===== src/rtl/bmd_tx_pkg.sv =====
// Shared constants for the BMD transmit arbiter: core buffer classes and FSM encoding.
package bmd_tx_pkg;

  localparam logic [1:0] BUF_NP   = 2'd0;
  localparam logic [1:0] BUF_P    = 2'd1;
  localparam logic [1:0] BUF_CPL  = 2'd2;
  localparam logic [1:0] BUF_RSVD = 2'd3;

  localparam int CNT_W = 8;

  typedef enum logic [1:0] {
    IDLE     = 2'd0,
    WAIT_SOF = 2'd1,
    XFER     = 2'd2
  } state_t;

endpackage


===== src/rtl/bmd_rr_picker.sv =====
// Combinational rotate-priority picker: the first eligible requester after ptr wins.
module bmd_rr_picker #(
  parameter int NUM_REQ = 3,
  parameter int IDXW    = 2
) (
  input  logic [NUM_REQ-1:0] eligible,
  input  logic [IDXW-1:0]    ptr,
  output logic [NUM_REQ-1:0] winner,
  output logic [IDXW-1:0]    winner_idx
);

  localparam int CW = IDXW + 1;

  logic [CW-1:0] cand;
  logic          found;

  // scan ptr+1 .. ptr+NUM_REQ (mod NUM_REQ), take the first eligible
  always_comb begin
    winner     = '0;
    winner_idx = '0;
    found      = 1'b0;
    cand       = '0;
    for (int i = 1; i <= NUM_REQ; i++) begin
      cand = {1'b0, ptr} + CW'(i);
      cand = (cand >= CW'(NUM_REQ)) ? cand - CW'(NUM_REQ) : cand;
      if (!found && eligible[cand[IDXW-1:0]]) begin
        winner[cand[IDXW-1:0]] = 1'b1;
        winner_idx             = cand[IDXW-1:0];
        found                  = 1'b1;
      end else begin
        found = found;
      end
    end
  end

endmodule


===== src/rtl/bmd_tx_arbiter.sv =====
// Arbitrates the single TRN transmit interface between NUM_REQ TLP sources, one TLP per grant,
// gated on core buffer availability, with SOF timeout and core-discontinue handling.
module bmd_tx_arbiter
  import bmd_tx_pkg::*;
#(
  parameter int INTERFACE_WIDTH = 64,
  parameter int NUM_REQ         = 3,
  parameter int PRIO0_STRICT    = 1,
  parameter int SOF_TIMEOUT     = 15
) (
  input  logic                            clk,
  input  logic                            rst_n,
  input  logic [NUM_REQ-1:0]              req_i,
  input  logic [2*NUM_REQ-1:0]            req_type_i,
  input  logic [NUM_REQ*INTERFACE_WIDTH-1:0]     req_td_i,
  input  logic [NUM_REQ*INTERFACE_WIDTH/8-1:0]   req_trem_n_i,
  input  logic [NUM_REQ-1:0]              req_tsof_n_i,
  input  logic [NUM_REQ-1:0]              req_teof_n_i,
  input  logic [NUM_REQ-1:0]              req_tsrc_rdy_n_i,
  output logic [NUM_REQ-1:0]              gnt_o,
  output logic [NUM_REQ-1:0]              req_tdst_rdy_n_o,
  output logic [NUM_REQ-1:0]              req_abort_o,
  output logic [INTERFACE_WIDTH-1:0]      trn_td,
  output logic [INTERFACE_WIDTH/8-1:0]    trn_trem_n,
  output logic                            trn_tsof_n,
  output logic                            trn_teof_n,
  output logic                            trn_tsrc_rdy_n,
  output logic                            trn_tsrc_dsc_n,
  input  logic                            trn_tdst_rdy_n,
  input  logic                            trn_tdst_dsc_n,
  input  logic [5:0]                      trn_tbuf_av
);

  localparam int IW   = INTERFACE_WIDTH;
  localparam int RW   = INTERFACE_WIDTH / 8;
  localparam int IDXW = $clog2(NUM_REQ);
  localparam logic [NUM_REQ-1:0] ONE_HOT0 = {{(NUM_REQ-1){1'b0}}, 1'b1};

  state_t             state_r, state_s;
  logic [NUM_REQ-1:0] gnt_r, gnt_s, abort_r, abort_s, eligible_s, pick_s;
  logic [IDXW-1:0]    ptr_r, ptr_s, idx_r, idx_s, pick_idx_s;
  logic [CNT_W-1:0]   cnt_r, cnt_s;
  logic               active_s, beat_s, sel_sof_n_s, sel_eof_n_s, sel_rdy_n_s;

  // an invalid class can never be granted; tbuf_av is only consulted here
  always_comb begin
    eligible_s = '0;
    for (int k = 0; k < NUM_REQ; k++) begin
      eligible_s[k] = req_i[k] && (req_type_i[2*k +: 2] != BUF_RSVD)
                      && trn_tbuf_av[{1'b0, req_type_i[2*k +: 2]}];
    end
  end

  bmd_rr_picker #(.NUM_REQ(NUM_REQ), .IDXW(IDXW)) u_picker (
    .eligible   (eligible_s),
    .ptr        (ptr_r),
    .winner     (pick_s),
    .winner_idx (pick_idx_s)
  );

  assign active_s    = (state_r == WAIT_SOF) || (state_r == XFER);
  assign sel_sof_n_s = req_tsof_n_i[idx_r];
  assign sel_eof_n_s = req_teof_n_i[idx_r];
  assign sel_rdy_n_s = req_tsrc_rdy_n_i[idx_r];
  assign beat_s      = active_s && !sel_rdy_n_s && !trn_tdst_rdy_n;

  // the mux is forced to idle values outside a grant so no stray source reaches the core
  assign trn_td           = active_s ? req_td_i[int'(idx_r)*IW +: IW] : '0;
  assign trn_trem_n       = active_s ? req_trem_n_i[int'(idx_r)*RW +: RW] : '0;
  assign trn_tsof_n       = active_s ? sel_sof_n_s : 1'b1;
  assign trn_teof_n       = active_s ? sel_eof_n_s : 1'b1;
  assign trn_tsrc_rdy_n   = active_s ? sel_rdy_n_s : 1'b1;
  assign trn_tsrc_dsc_n   = 1'b1;
  assign req_tdst_rdy_n_o = active_s ? (~gnt_r | {NUM_REQ{trn_tdst_rdy_n}}) : '1;
  assign gnt_o            = gnt_r;
  assign req_abort_o      = abort_r;

  // next-state, grant, pointer and SOF timeout; discontinue outranks EOF acceptance
  always_comb begin
    state_s = state_r;
    gnt_s   = gnt_r;
    idx_s   = idx_r;
    ptr_s   = ptr_r;
    cnt_s   = cnt_r;
    abort_s = '0;
    case (state_r)
      IDLE: begin
        if (|eligible_s) begin
          state_s = WAIT_SOF;
          cnt_s   = CNT_W'(SOF_TIMEOUT);
          if ((PRIO0_STRICT != 0) && eligible_s[0]) begin
            gnt_s = ONE_HOT0;
            idx_s = '0;
          end else begin
            gnt_s = pick_s;
            idx_s = pick_idx_s;
            ptr_s = pick_idx_s;
          end
        end else begin
          gnt_s = '0;
        end
      end
      WAIT_SOF: begin
        if (!trn_tdst_dsc_n) begin
          abort_s = gnt_r;
          gnt_s   = '0;
          state_s = IDLE;
        end else if (beat_s && !sel_sof_n_s) begin
          state_s = sel_eof_n_s ? XFER : IDLE;
          gnt_s   = sel_eof_n_s ? gnt_r : '0;
        end else if (cnt_r == '0) begin
          abort_s = gnt_r;
          gnt_s   = '0;
          state_s = IDLE;
        end else begin
          cnt_s = cnt_r - CNT_W'(1);
        end
      end
      XFER: begin
        if (!trn_tdst_dsc_n) begin
          abort_s = gnt_r;
          gnt_s   = '0;
          state_s = IDLE;
        end else if (beat_s && !sel_eof_n_s) begin
          gnt_s   = '0;
          state_s = IDLE;
        end else begin
          state_s = XFER;
        end
      end
      default: begin
        state_s = IDLE;
        gnt_s   = '0;
      end
    endcase
  end

  // state registers
  always_ff @(posedge clk or negedge rst_n) begin
    if (!rst_n) begin
      state_r <= IDLE;
      gnt_r   <= '0;
      idx_r   <= '0;
      ptr_r   <= IDXW'(NUM_REQ - 1);
      cnt_r   <= '0;
      abort_r <= '0;
    end else begin
      state_r <= state_s;
      gnt_r   <= gnt_s;
      idx_r   <= idx_s;
      ptr_r   <= ptr_s;
      cnt_r   <= cnt_s;
      abort_r <= abort_s;
    end
  end

endmodule


===== config.mk =====
export PLATFORM = sky130hd
export DESIGN_NAME = bmd_tx_arbiter
export DESIGN_NICKNAME = d
export VERILOG_FILES = /design/src/rtl/bmd_tx_pkg.sv /design/src/rtl/bmd_rr_picker.sv /design/src/rtl/bmd_tx_arbiter.sv
export SDC_FILE = /design/constraint.sdc
export NUM_CORES = 1
export LEC_CHECK = 0
export CAP_MARGIN = 20
export CORE_AREA = 2 2 126 128
export CTS_BUF_LIST = sky130_fd_sc_hd__clkbuf_16
export CTS_CLUSTER_DIAMETER = 40
export DETAILED_ROUTE_END_ITERATION = 8
export DIE_AREA = 0 0 128 130
export DONT_BUFFER_PORTS = 1
export GPL_TIMING_DRIVEN = 0
export PLACE_DENSITY = 0.37
export SKIP_CTS_REPAIR_TIMING = 1
export SYNTH_ARGS = -nofsm -noshare
export SYNTH_HDL_FRONTEND = slang
export SYNTH_HIERARCHICAL = 1
export SYNTH_SLANG_ARGS = --single-unit
export TNS_END_PERCENT = 50

===== constraint.sdc =====
create_clock -name clk -period 2.2 [get_ports clk]
set_clock_uncertainty 0.15 [all_clocks]
set_input_delay 0.33 -clock clk [delete_from_list [all_inputs] [get_ports clk]]
set_output_delay 0.33 -clock clk [all_outputs]
set_load 0.005 [all_outputs]

### Word-level counts from Yosys, hierarchy flattened

Index checks and enable logic that the tools add are counted.

| storage, ports and cells | value |
|---|---|
| bits in registers | 20 |
| input port bits | 244 |
| output and inout bits | 85 |
| logic and storage cells | 145 |

| cells by class | value |
|---|---|
| add/subtract/negate cells | 7 |
| $lt $le $gt $ge | 13 |
| equal/unequal tests | 12 |
| shift-type cells | 2 |
| multiplexer cells | 69 |
| bitwise logic cells | 5 |
| reduce and logical (&&, ||, !) cells | 31 |

Operator list:

| cell | count |
|---|---|
| $shiftx 192x9->64 | 1 |
| $mux 64 | 1 |
| $mux 3 | 16 |
| $mux 8 | 5 |
| $mux 2 | 14 |
| $shiftx 24x6->8 | 1 |
| $bmux 1 s2 | 9 |
| $mux 1 | 17 |
| $pmux 8 s2 | 1 |
| $logic_and 1x1->1 | 15 |
| $ne 2x2->1 const B | 7 |
| $lt 2x3->1 const B | 4 |
| $lt 2x4->1 const B | 3 |
| $ge 3x2->1 const B | 3 |
| $or 3x3->3 | 3 |
| $pmux 3 s3 | 1 |
| $logic_not 8->1 | 1 |
| $sub 8x1->8 const B | 1 |
| $add 2x2->3 const B | 2 |
| $demux 1 s2 | 3 |
| $ge 2x1->1 const B | 3 |
| $logic_not 1->1 | 6 |
| $pmux 2 s3 | 1 |
| $pmux 3 s2 | 1 |
| 16 further kinds | 20 |

### Longest topological paths before layout

| depth | value |
|---|---|
| depth in word-level cells | 15 |
| depth in mapped cells | 11 |
| gate-level depth less buffers | 11 |

### Cells and area by module

Netlist, hierarchy kept.

Modules (own cells, without submodules):

| module | instances | cells an instance | area an instance (µm²) | seq. area each (µm²) |
|---|---|---|---|---|
| bmd_tx_arbiter | 1 | 464 | 3315.7 | 501.7 |
| bmd_rr_picker | 1 | 43 | 331.6 | 0.0 |

### Worst setup path after synthesis

No wires, ideal clock.

| timing | value |
|---|---|
| path type | reg-to-reg |
| start | reg ptr_r[0] |
| end | reg gnt_r[0], in the netlist gnt_o[0] |
| arrival | 2.113 ns |
| slack | -0.127 ns |
| cell stages (with the launch flop) | 11 |
| path buffers | 1 |
| period minus slack after synthesis | 2.327 ns |
| cell sequence | dfrtp_1 -> inv_1 -> ha_1 -> buf_2 -> or3b_1 -> o21ai_0 -> a21oi_1 -> a21oi_1 -> o21ai_0 -> a21oi_1 -> mux2_4 |

| on the way | value |
|---|---|
| cells in the longest elaborated chain, start to end | 15 |
| elaborated cells between the ends (all ways) | 47 |
| classes of those cells | add/sub (6); order compare (9); mux (23); bitwise (2); reduce/logical (7) |

Ends and longest elaborated chain:

| what | RTL line | source |
|---|---|---|
| start: declaration | bmd_tx_arbiter.sv:41 | `logic [IDXW-1:0] ptr_r, ptr_s, idx_r, idx_s, pick_idx_s;` |
| start signal: assignment | bmd_tx_arbiter.sv:144 | `ptr_r <= IDXW'(NUM_REQ - 1);` |
| start signal: assignment | bmd_tx_arbiter.sv:151 | `ptr_r <= ptr_s;` |
| $add 2x1->3 | bmd_rr_picker.sv:24 | `cand = {1'b0, ptr} + CW'(i);` |
| $ge 3x2->1 or $sub 2x2->2 (tied branches) | bmd_rr_picker.sv:25 | `cand = (cand >= CW'(NUM_REQ)) ? cand - CW'(NUM_REQ) : cand;` |
| $mux 2 | bmd_rr_picker.sv:25 |  |
| $lt 2x3->1 (not written as such) (tied with other cells) | bmd_rr_picker.sv:27 | `winner[cand[IDXW-1:0]] = 1'b1;` |
| $logic_and 1x1->1 (not written as such) or $mux 1 (tied branches) | bmd_rr_picker.sv:27, bmd_rr_picker.sv:26 |  |
| $mux 1 (on tied branches) | bmd_rr_picker.sv:27, bmd_rr_picker.sv:26 |  |
| $demux 1 s2 or $logic_not 1->1 (tied branches) | n/a |  |
| $mux 3 or $logic_and 1x1->1 (tied branches) | bmd_rr_picker.sv:26 | `if (!found && eligible[cand[IDXW-1:0]]) begin` |
| $or 3x3->3 (no line) or $mux 1 (tied branches) | n/a |  |
| $mux 3 or $logic_not 1->1 (tied branches) | bmd_rr_picker.sv:26 |  |
| $or 3x3->3 (no line) or $logic_and 1x1->1 (tied branches) | n/a |  |
| $mux 3 (*) | bmd_rr_picker.sv:26 |  |
| named net pick_s[0] | bmd_tx_arbiter.sv:40 | `logic [NUM_REQ-1:0] gnt_r, gnt_s, abort_r, abort_s, eligible_s, pick_s;` |
| $mux 3 (*) | bmd_tx_arbiter.sv:91 | `if ((PRIO0_STRICT != 0) && eligible_s[0]) begin` |
| $mux 3 (*) | bmd_tx_arbiter.sv:88 | `if (\|eligible_s) begin` |
| $pmux 3 s3 (*) | bmd_tx_arbiter.sv:86 | `case (state_r)` |
| end signal: assignment | bmd_tx_arbiter.sv:149 | `gnt_r <= gnt_s;` |
| end: declaration | bmd_tx_arbiter.sv:40 |  |

The timed path passes the listed nets; every way through them passes the cells marked *. The select of a mux whose other input is x is not followed.
A chain may end at the register's enable or synchronous reset.

### Worst setup path after layout

| timing | value |
|---|---|
| start | reg state_r[1] |
| end | reg gnt_r[0], in the netlist gnt_o[0] |

| on the way | value |
|---|---|
| cells in the longest elaborated chain, start to end | 8 |
| elaborated cells between the ends (all ways) | 15 |
| classes of those cells | eq/ne (5); mux (3); reduce/logical (7) |

Ends and longest elaborated chain:

| what | RTL line | source |
|---|---|---|
| start: declaration | bmd_tx_arbiter.sv:39 | `state_t state_r, state_s;` |
| start signal: assignment | bmd_tx_arbiter.sv:148 | `state_r <= state_s;` |
| $eq 2x1->1 or $eq 2x2->1 (tied branches) | bmd_tx_arbiter.sv:61, bmd_tx_arbiter.sv:86 |  |
| $logic_or 1x1->1 | bmd_tx_arbiter.sv:61 | `assign active_s = (state_r == WAIT_SOF) \|\| (state_r == XFER);` |
| $logic_and 1x1->1 (2 in series) | bmd_tx_arbiter.sv:65 | `assign beat_s = active_s && !sel_rdy_n_s && !trn_tdst_rdy_n;` |
| $logic_and 1x1->1 | bmd_tx_arbiter.sv:108 | `end else if (beat_s && !sel_sof_n_s) begin` |
| $mux 3 | bmd_tx_arbiter.sv:108 |  |
| $mux 3 | bmd_tx_arbiter.sv:104 | `if (!trn_tdst_dsc_n) begin` |
| $pmux 3 s3 | bmd_tx_arbiter.sv:86 |  |

Parallel ways exist; a longest one is shown, timed or not.

==> impl_metrics.json <==
{
  "status": "complete, but fails checks",
  "violations": "negative setup slack",
  "syn2layout_area_growth_pct": 21.6,
  "seq_area_frac_synth_pct": 13.8,
  "synth_fp_nets": 761,
  "synth-main-ff-cell": "dfrtp_1",
  "rsz0062_at_grt": "yes",
  "cts-root-buf": "clkbuf_16",
  "pwr_density_cell_nw_per_um2": 1220,
  "critPathTopFamily": "compound AO/OA/AOI/OAI gates",
  "syn-mean-instance-area_sq_um": 7.19,
  "synth_top_family_by_area": "simple AND/OR/NAND/NOR gates",
  "num_antenna_cells": 0,
  "critPathRequiredTime_ns": 2.19,
  "holdCritStartpoint": "trn_tdst_dsc_n",
  "clk-insertion-delay-late_ns": 0.25,
  "ant_nets": 0,
  "maxSlewHeadroom_pct": 33.2,
  "reg2reg_slack_ns": -0.14,
  "crit_path_max_fanout": 5,
  "cts_tree": "done",
  "path_cells": "inv_2 -> ha_4 -> and2b_2 -> o221ai_4 -> o21a_1 -> a221o_1 -> mux2_4",
  "nets": 780,
  "hold_viol": 0,
  "initial_core_util_pct": 23.6,
  "post_synth_inst_count": 507,
  "placementRows": 46,
  "synth_cell_type_count": 59,
  "drv.max_cap_violation_count": 0,
  "worstSetupPathType": "reg2reg",
  "grt_pass1_vias": 3534,
  "die_y_um": 130,
  "final_cells": 717,
  "io_buffers": 0,
  "crit_path_end_kind": "register",
  "path_clk_slew_ns": 0.06,
  "grt_max_degree": 21,
  "place_area_sq_um": 3940,
  "wl_um": 15500,
  "finalMaxSlewViolations": 0,
  "cts_buffers": 3,
  "synth-seq-cells": 20,
  "die_x_um": 128,
  "grt_overflow": 0,
  "fillers": 1717,
  "p_leak_nw": 1.54,
  "fin_area_sq_um": 4430,
  "syn_area_sq_um": 3650,
  "worst_hold_path.endpoint": "state_r[1]",
  "vias": 3805,
  "max-clock-path-buffers": 2,
  "fin_ws_ns": -0.142,
  "postSynth.asyncResetShare_pct": 100,
  "cts.sinks": 20,
  "wire_per_inst_um": 21.6,
  "ir_worst_vdd_v": 0.000498,
  "core_area_sq_um": 15400,
  "holdPathStages": 3,
  "synthXorXnorAreaFrac_pct": 0,
  "rr_worst_depth": 7,
  "synth-edff-count": 0,
  "hold_class": "in2reg",
  "ios": 329,
  "fmax_ghz": 0.427,
  "yosys.area_share.simple_pct": 29.0,
  "h-tree-depth": 1,
  "synthAdderAreaFrac_pct": 3.43,
  "dieArea_sq_um": 16600,
  "worstMarginPinSlew_ns": 0.998,
  "fin_crit_ns": 2.34,
  "r2r_start": "state_r[1]",
  "drt_iter0_drc": 142,
  "routed_via_density": 5.31,
  "cp-start-kind": "register",
  "drt_pass1_iterations": 4,
  "synth-compound-area-share_pct": 23.4,
  "holdWs_ns": 0.216,
  "yosys_warnings": 6,
  "layout-drive-gt1-share_pct": 17.5,
  "reg2reg_to": "gnt_o[0]",
  "place_congestion": 0.815,
  "grt_usage_pct": 16.0,
  "layout.cells.most_common": "mux2i_1",
  "crit_buf_inv": 1,
  "final-setup-viol-count": 4,
  "grt_first_pass_wirelength_um": 20500,
  "post-place-cells": 699,
  "slowest_delay_ns": 0.42,
  "preCtsSetupSlack_ns": -0.523,
  "finalCritPeriodShare_pct": 106,
  "multi_input_area_sq_um": 3070,
  "dp_hpwl_um": 13000,
  "fin_util_pct": 28.7,
  "seq_area_sq_um": 503,
  "grt_antenna_before_repair": 0,
  "drc": 0,
  "critPathArrivalTime_ns": 2.33,
  "most-common-layout-cells": "80 x mux2i_1, 79 x nand2_1, 69 x and2_1, 68 x o21ai_0",
  "synthMuxAreaShare_pct": 23.9,
  "slowest_stage": "a221o_1"
}
metrics by stage:
stage	power, mW	setup TNS [ns]
2_1_floorplan	3.41	0
3_3_place_gp	4.40	-30.94
3_5_place_dp	4.43	-33.30
4_1_cts	4.84	-53.85
5_1_grt	5.91	-1.80
6_report	5.43	-0.358
worst max-delay path by stage:
stage | startpoint | endpoint | slack (ns) | cells past startpoint
2_1_floorplan | ptr_r[1] | gnt_o[0] | 0.001 | 10
3_3_place_gp | idx_r[0] | trn_td[21] | -0.50 | 7
3_5_place_dp | idx_r[0] | trn_td[21] | -0.52 | 7
4_1_cts | idx_r[0] | trn_td[21] | -0.80 | 7
5_1_grt | state_r[1] | gnt_o[0] | -0.24 | 7
6_report | state_r[1] | gnt_o[0] | -0.14 | 7
cell type report:
type,count,area share (%)
sequential,20,11.3
inverter,18,1.58
buffer,37,7.34
clock inverter,1,0.0847
timing repair buffer,15,3.36
clock buffer,3,1.69
multi-input combinational,431,69.2
tap,192,5.42
cells in the mapped netlist, types with 6 or more instances:
library cell | number | area, sq um
nand2b_1 | 6 | 37.5
o21ai_1 | 6 | 30.0
o211ai_1 | 6 | 45.0
and2_1 | 73 | 457
nand2_1 | 81 | 304
clkbuf_1 | 20 | 75.1
buf_2 | 10 | 50.1
buf_1 | 6 | 22.5
ha_1 | 10 | 125
dfrtp_1 | 19 | 475
nor2_1 | 19 | 71.3
inv_1 | 18 | 67.6
mux2i_1 | 81 | 811
o21ai_0 | 76 | 380
a21oi_1 | 9 | 45.0
worst reg2reg max path, cell delays in order (launching register included):
cell,delay [ns]
dfrtp_1,0.38
inv_2,0.07
ha_4,0.30
and2b_2,0.22
o221ai_4,0.16
o21a_1,0.22
a221o_1,0.42
mux2_4,0.31
registers in the layout, indices dropped and copies added (netlist names):
signal and count:
state_r 2, idx_r 2, gnt_o 3, req_abort_o 3
cnt_r 8, ptr_r 2
cell families (layout without fill, tap and decap cells):
family	count (synthesis)	after routing
AO/OA/AOI/OAI	132	132
flip-flops	20	20
other	1	1
adder cells (fa/ha/maj)	10	10
buffers and inverters	56	74
multiplexers	85	85
AND/OR/NAND/NOR	203	203
where the power goes:
part	switching, mW	internal, mW
combinational	2.51	1.95
sequential	0.115	0.471
clock	0.140	0.242
total	2.76	2.66
routing by layer:
| metal | track usage (%) | wire length (um) | share of wire [%] |
|---|---|---|---|
| met4 | 3.49 | 274 | 1.8 |
| met2 | 26.8 | 7460 | 48 |
| met3 | 3.65 | 1200 | 7.7 |
| met5 | 0 | 0 | 0 |
| met1 | 21.2 | 6570 | 42 |
No activity file was read; power rests on OpenSTA's default activity.
